**config.mk**
```make
export PLATFORM = sky130hd
export DESIGN_NAME = audio_sched
export DESIGN_NICKNAME = d
export VERILOG_FILES = /design/src/rtl/audio_sched.sv
export SDC_FILE = /design/constraint.sdc
export NUM_CORES = 1
export LEC_CHECK = 0
export CAP_MARGIN = 20
export CORE_MARGIN = 8
export CORE_UTILIZATION = 23
export CTS_CLUSTER_DIAMETER = 100
export CTS_CLUSTER_SIZE = 12
export DETAILED_ROUTE_END_ITERATION = 7
export GPL_ROUTABILITY_DRIVEN = 0
export PLACE_DENSITY_LB_ADDON = 0.12
export SLEW_MARGIN = 40
export SYNTH_ARGS = -nofsm -noshare
export SYNTH_HDL_FRONTEND = slang
export SYNTH_SLANG_ARGS = --single-unit
export TNS_END_PERCENT = 100
```
**constraint.sdc**
```tcl
create_clock -name CLOCK_50 -period 3.55 [get_ports CLOCK_50]
set_input_delay 0.71 -clock CLOCK_50 [delete_from_list [all_inputs] [get_ports CLOCK_50]]
set_output_delay 0.71 -clock CLOCK_50 [all_outputs]
set_load 0.02 [all_outputs]
```
**src/rtl/audio_sched.sv**
```systemverilog
// Audio sample scheduler: paces BGM/SFX ROM reads off the audio FIFO, mixes with saturation, strobes the codec.
// Optional build macro AUDIO_SCHED_DUCK_EN halves background music while an effect plays.
module audio_sched #(
  parameter int unsigned DIV       = 8,
  parameter int unsigned BGM_LAST  = 54205,
  parameter int unsigned SFX0_BASE = 0,
  parameter int unsigned SFX0_LAST = 4095,
  parameter int unsigned SFX1_BASE = 4096,
  parameter int unsigned SFX1_LAST = 8191
) (
  input  logic        CLOCK_50,
  input  logic        reset,
  input  logic        audio_out_allowed,
  input  logic        bgm_en,
  input  logic [1:0]  sfx_req,
  output logic [15:0] bgm_addr,
  input  logic [9:0]  bgm_q,
  output logic [15:0] sfx_addr,
  input  logic [9:0]  sfx_q,
  output logic        sfx_busy,
  output logic        sfx_id,
  output logic [31:0] sample_out,
  output logic        write_audio_out
);

  localparam int unsigned DIV_W  = (DIV < 1) ? 1 : $clog2(DIV + 1);
  localparam int unsigned ADDR_W = 16;

  localparam logic [2:0] S_IDLE  = 3'd0;
  localparam logic [2:0] S_FETCH = 3'd1;
  localparam logic [2:0] S_WAIT  = 3'd2;
  localparam logic [2:0] S_MIX   = 3'd3;
  localparam logic [2:0] S_WRITE = 3'd4;

  logic [2:0]       state;
  logic [2:0]       state_nxt;
  logic             tick;
  logic [DIV_W-1:0] div_cnt;

  logic signed [10:0] b_ext;
  logic signed [10:0] s_ext;
  logic signed [10:0] sum;
  logic [9:0]         sat;
  logic               start0;
  logic               start1;
  logic [ADDR_W-1:0]  sfx_last;

  // State register
  always_ff @(posedge CLOCK_50) begin
    if (reset) state <= S_IDLE;
    else       state <= state_nxt;
  end

  // Next state; the divider tick only matters while idle
  always_comb begin
    state_nxt = state;
    tick      = 1'b0;
    case (state)
      S_IDLE: begin
        if (audio_out_allowed && (div_cnt == DIV_W'(DIV))) begin
          tick      = 1'b1;
          state_nxt = S_FETCH;
        end
      end
      S_FETCH: state_nxt = S_WAIT;
      S_WAIT:  state_nxt = S_MIX;
      S_MIX:   state_nxt = S_WRITE;
      S_WRITE: if (audio_out_allowed) state_nxt = S_IDLE;
      default: state_nxt = S_IDLE;
    endcase
  end

  // Divider is frozen whenever a sample is in flight
  always_ff @(posedge CLOCK_50) begin
    if (reset) begin
      div_cnt <= '0;
    end else if ((state == S_IDLE) && audio_out_allowed) begin
      div_cnt <= tick ? '0 : div_cnt + DIV_W'(1);
    end
  end

  // Mixer: 11-bit signed sum clamped to the 10-bit codec range
  always_comb begin
    b_ext = '0;
    if (bgm_en) begin
      b_ext = {bgm_q[9], bgm_q};
`ifdef AUDIO_SCHED_DUCK_EN
      if (sfx_busy) b_ext = b_ext >>> 1;
`endif
    end
    s_ext = sfx_busy ? {sfx_q[9], sfx_q} : 11'sd0;
    sum   = b_ext + s_ext;
    if (sum > 11'sd511)       sat = 10'h1FF;
    else if (sum < -11'sd512) sat = 10'h200;
    else                      sat = sum[9:0];
  end

  // Effect 1 may preempt effect 0; everything else is ignored while busy
  always_comb begin
    start1   = sfx_req[1] && !(sfx_busy && sfx_id);
    start0   = sfx_req[0] && !sfx_busy;
    sfx_last = sfx_id ? ADDR_W'(SFX1_LAST) : ADDR_W'(SFX0_LAST);
  end

  always_ff @(posedge CLOCK_50) begin
    if (reset) begin
      bgm_addr        <= '0;
      sfx_addr        <= '0;
      sfx_busy        <= 1'b0;
      sfx_id          <= 1'b0;
      sample_out      <= '0;
      write_audio_out <= 1'b0;
    end else begin
      write_audio_out <= (state == S_WRITE) && audio_out_allowed;

      if (state == S_MIX) begin
        sample_out <= {sat, 22'd0};
        if (bgm_en) begin
          bgm_addr <= (bgm_addr == ADDR_W'(BGM_LAST)) ? '0 : bgm_addr + ADDR_W'(1);
        end
      end

      // A fresh request overrides the MIX-step advance in the same cycle
      if (start1) begin
        sfx_busy <= 1'b1;
        sfx_id   <= 1'b1;
        sfx_addr <= ADDR_W'(SFX1_BASE);
      end else if (start0) begin
        sfx_busy <= 1'b1;
        sfx_id   <= 1'b0;
        sfx_addr <= ADDR_W'(SFX0_BASE);
      end else if ((state == S_MIX) && sfx_busy) begin
        if (sfx_addr == sfx_last) sfx_busy <= 1'b0;
        else                      sfx_addr <= sfx_addr + ADDR_W'(1);
      end
    end
  end

endmodule

```
==> impl_metrics.sql <==
INSERT INTO impl_metrics (metric_group, metric, value, unit) VALUES
('final_layout', 'multi_input_area', '0.00205', 'mm2'),
('timing', 'min_period_over_period', '88.3', '%'),
('power_and_ir_drop', 'p_leak', '1.60', 'nW'),
('timing', 'worst_clock_skew', '0.00719', 'ns'),
('clock_network', 'post_cts_buffers', '0', ''),
('placement', 'dp_worst_setup_slack', '0.0863', 'ns'),
('drt', 'drt-vias-per-instance', '4.42', ''),
('critical_path', 'crit_path_end_kind', 'register', ''),
('critical_path', 'criticalPathCategory', 'in -> reg', ''),
('synth', 'ys_ff_latch', '52', ''),
('floorplan', 'core-area', '0.0143', 'mm2'),
('synth', 'post_synth_num_cell_types', '53', ''),
('drt', 'post_dr_wirelength_cell', '13.6', 'um'),
('synth', 'synth_warnings', '0', ''),
('drt', 'post-route-drc-count', '0', ''),
('critical_path', 'arrival', '3.29', 'ns'),
('critical_path', 'reg2reg_slack', '0.85', 'ns'),
('timing', 'timing.final.hold_violations', '0', ''),
('clock_network', 'insertion_delay', '0.29', 'ns'),
('power_and_ir_drop', 'power_density', '301', 'mW/mm2'),
('clock_network', 'ctsHtreeMaxLevel', '2', ''),
('synth', 'netlist_top_cells_area', 'dfxtp_1 (32%), buf_4 (5.9%), nor2_1 (5.9%)', ''),
('synth', 'mappedNetlistArea', '0.00330', 'mm2'),
('timing', 'post_route_worst_hold_slack', '0.465', 'ns'),
('drt', 'drtAntennaViolNets', '0', ''),
('synth', 'synth_enable_flop_cells', '0', ''),
('clock_network', 'cts-hold-fix-buffers', '0', ''),
('global_routing', 'grt_util_all_layers', '9.32', '%'),
('final_layout', 'antenna_cells_inserted', '0', ''),
('power_and_ir_drop', 'ir_worst_vdd', '0.176', 'mV'),
('final_layout', 'layout.filler_cells', '1541', ''),
('clock_network', 'cts_tree', 'yes', ''),
('critical_path', 'critical_path_peak_fanout', '11', ''),
('final_layout', 'final_layout_size_suffix_gt1_share', '6.09', '%'),
('timing', 'timing.setup.tns', '0', 'ns'),
('global_routing', 'gr-total-overflow', '0', ''),
('job', 'max_cap_viol_count', '0', ''),
('final_layout', 'final_net_count', '501', ''),
('timing', 'grt_setup_unrepaired', 'false', ''),
('floorplan', 'die_y', '136', 'um'),
('synth', 'synth_top_cell_area_share', '31.5', '%'),
('synth', 'post_synth.cell_area_avg', '8.47', 'um2'),
('run_status', 'run_status', 'finished clean', ''),
('synth', 'syn_inst', '390', ''),
('placement', 'place_area', '0.00413', 'mm2'),
('drt', 'route.final.wire_length', '8750', 'um'),
('drt', 'total_number_of_vias', '2848', ''),
('timing', 'finalMaxSlewViolations', '0', ''),
('critical_path', 'critPathCapture', 'sample_out[24]$_SDFFE_PP0N_', ''),
('floorplan', 'chipWidth', '136', 'um'),
('clock_network', 'max-clock-path-buffers', '2', ''),
('synth', 'netlist_top_cells_count', 'dfxtp_1 (52), nor2_1 (52), buf_4 (26)', ''),
('timing', 'max_freq', '0.319', 'GHz'),
('drt', 'drt_first_pass_iters', '4', ''),
('synth', 'synth.yosys.seq_area_share', '31.5', '%'),
('hold_path', 'min-delay-path-class', 'reg -> reg', ''),
('timing', 'min_period', '3.13', 'ns'),
('global_routing', 'initial_antenna_violation_count', '0', ''),
('critical_path', 'reg2reg_to', 'sample_out[24]$_SDFFE_PP0N_', ''),
('placement', 'count_of_buffers_inserted_at_the_top_level_ports', '70', ''),
('critical_path', 'reg2regPathDepth', '8', ''),
('synth', 'dominantRegCellSynth', 'dfxtp_1', ''),
('floorplan', 'floorplan.initialDensity', '23.2', '%'),
('clock_network', 'cts_resized', '0', ''),
('global_routing', 'grt_pass1_vias', '2794', ''),
('clock_network', 'clkSlewWorstSetupHoldPaths', '0.07', 'ns'),
('final_layout', 'flow.area_growth_from_synthesis', '29.5', '%'),
('clock_network', 'cts-root-buf', 'clkbuf_16', ''),
('floorplan', 'top_level_ports', '93', ''),
('timing', 'report.final.setup_viol', '0', ''),
('drt', 'first_iter_violations', '140', '');
-- kinds of logic after synthesis --
logic type	share of synthesized area (%)
AND/OR/NAND/NOR	27.4
XOR/XNOR	8.22
multiplexers	0.947
buffers and inverters	8.94
flip-flops	31.5
adder cells (fa/ha/maj)	6.29
AO/OA/AOI/OAI	16.6
other	0.114
-- registers in the layout, summed over array words and instances, names as in the netlist --
| name | cells |
|---|---|
| bgm_addr | 16 |
| sfx_addr | 16 |
| sample_out | 10 |
| div_cnt | 4 |
| state | 3 |
| sfx_busy | 1 |
| sfx_id | 1 |
| write_audio_out | 1 |
-- metal layers --
metal  share of wire (%)  global-route usage, %  vias up
met2                  48                   15.7       52
met1                  47                   11.5     1299
met3                 4.2                   2.03        7
li1                    -                      -     1490
met4                 1.4                   3.33        0
met5                   0                      0        -
-- worst min path at each step --
| stage | startpoint | to | slack (ns) | depth (start not counted) |
|---|---|---|---|---|
| after global routing | div_cnt[3]$_SDFFE_PP0P_ | div_cnt[3]$_SDFFE_PP0P_ | 0.50 | 2 |
| after detailed placement | div_cnt[3]$_SDFFE_PP0P_ | div_cnt[3]$_SDFFE_PP0P_ | 0.46 | 2 |
| after CTS | div_cnt[3]$_SDFFE_PP0P_ | div_cnt[3]$_SDFFE_PP0P_ | 0.47 | 2 |
| final | div_cnt[3]$_SDFFE_PP0P_ | div_cnt[3]$_SDFFE_PP0P_ | 0.46 | 2 |
| after floorplan | div_cnt[3]$_SDFFE_PP0P_ | div_cnt[3]$_SDFFE_PP0P_ | 0.44 | 2 |
| after global placement | div_cnt[3]$_SDFFE_PP0P_ | div_cnt[3]$_SDFFE_PP0P_ | 0.45 | 2 |
-- placed cells by master (no fill, tap or decap), types with 3 or more instances in the layout --
cell / netlist / final
clkdlybuf4s50_1: 0 / 70
nor2_1: 52 / 52
dfxtp_1: 52 / 52
conb_1: 1 / 22
and2_1: 21 / 21
nand2_1: 20 / 20
a21oi_1: 18 / 18
xor2_1: 16 / 16
xnor2_1: 15 / 15
ha_1: 15 / 15
o21ai_0: 13 / 13
nand3_1: 13 / 13
nor3_1: 13 / 13
o211ai_1: 13 / 13
inv_1: 12 / 12
a311oi_1: 12 / 12
buf_4: 26 / 9
or3_1: 7 / 7
nand4_1: 6 / 6
and3_1: 5 / 5
a21o_1: 5 / 5
clkbuf_16: 0 / 5
o2111ai_1: 4 / 4
nor4_1: 3 / 3
and4b_1: 3 / 3
-- metrics by stage --
stage / total power, mW / std cells / utilization [%]
2_1_floorplan: 0.754 / 411 / -
3_3_place_gp: 0.803 / 636 / 29.0
3_5_place_dp: 0.802 / 636 / 29.0
4_1_cts: 1.31 / 644 / 30.0
5_1_grt: 1.35 / 644 / 30.0
6_report: 1.29 / 644 / 30.0
-- area by class of cell --
class,count,area share (%)
Multi-Input combinational cell,309,47.8
Sequential cell,52,24.3
Timing Repair Buffer,79,18.0
Tap cell,184,5.38
Clock buffer,8,3.42
Inverter,12,1.05
-- power breakdown --
group	leakage [nW]	internal, mW	switching, mW
sequential	0.420	0.587	0.00678
clock	0.0712	0.282	0.218
combinational	1.11	0.0818	0.110
-- worst max-delay path, cell delays in order --
cell	delay [ns]
clkdlybuf4s50_1	0.42
buf_4	0.18
and2_1	0.17
fa_1	0.45
a211oi_1	0.30
o21ai_0	0.16
a221o_1	0.49
o21ai_2	0.24
a311oi_1	0.17
No activity file was read; power rests on OpenSTA's default activity.
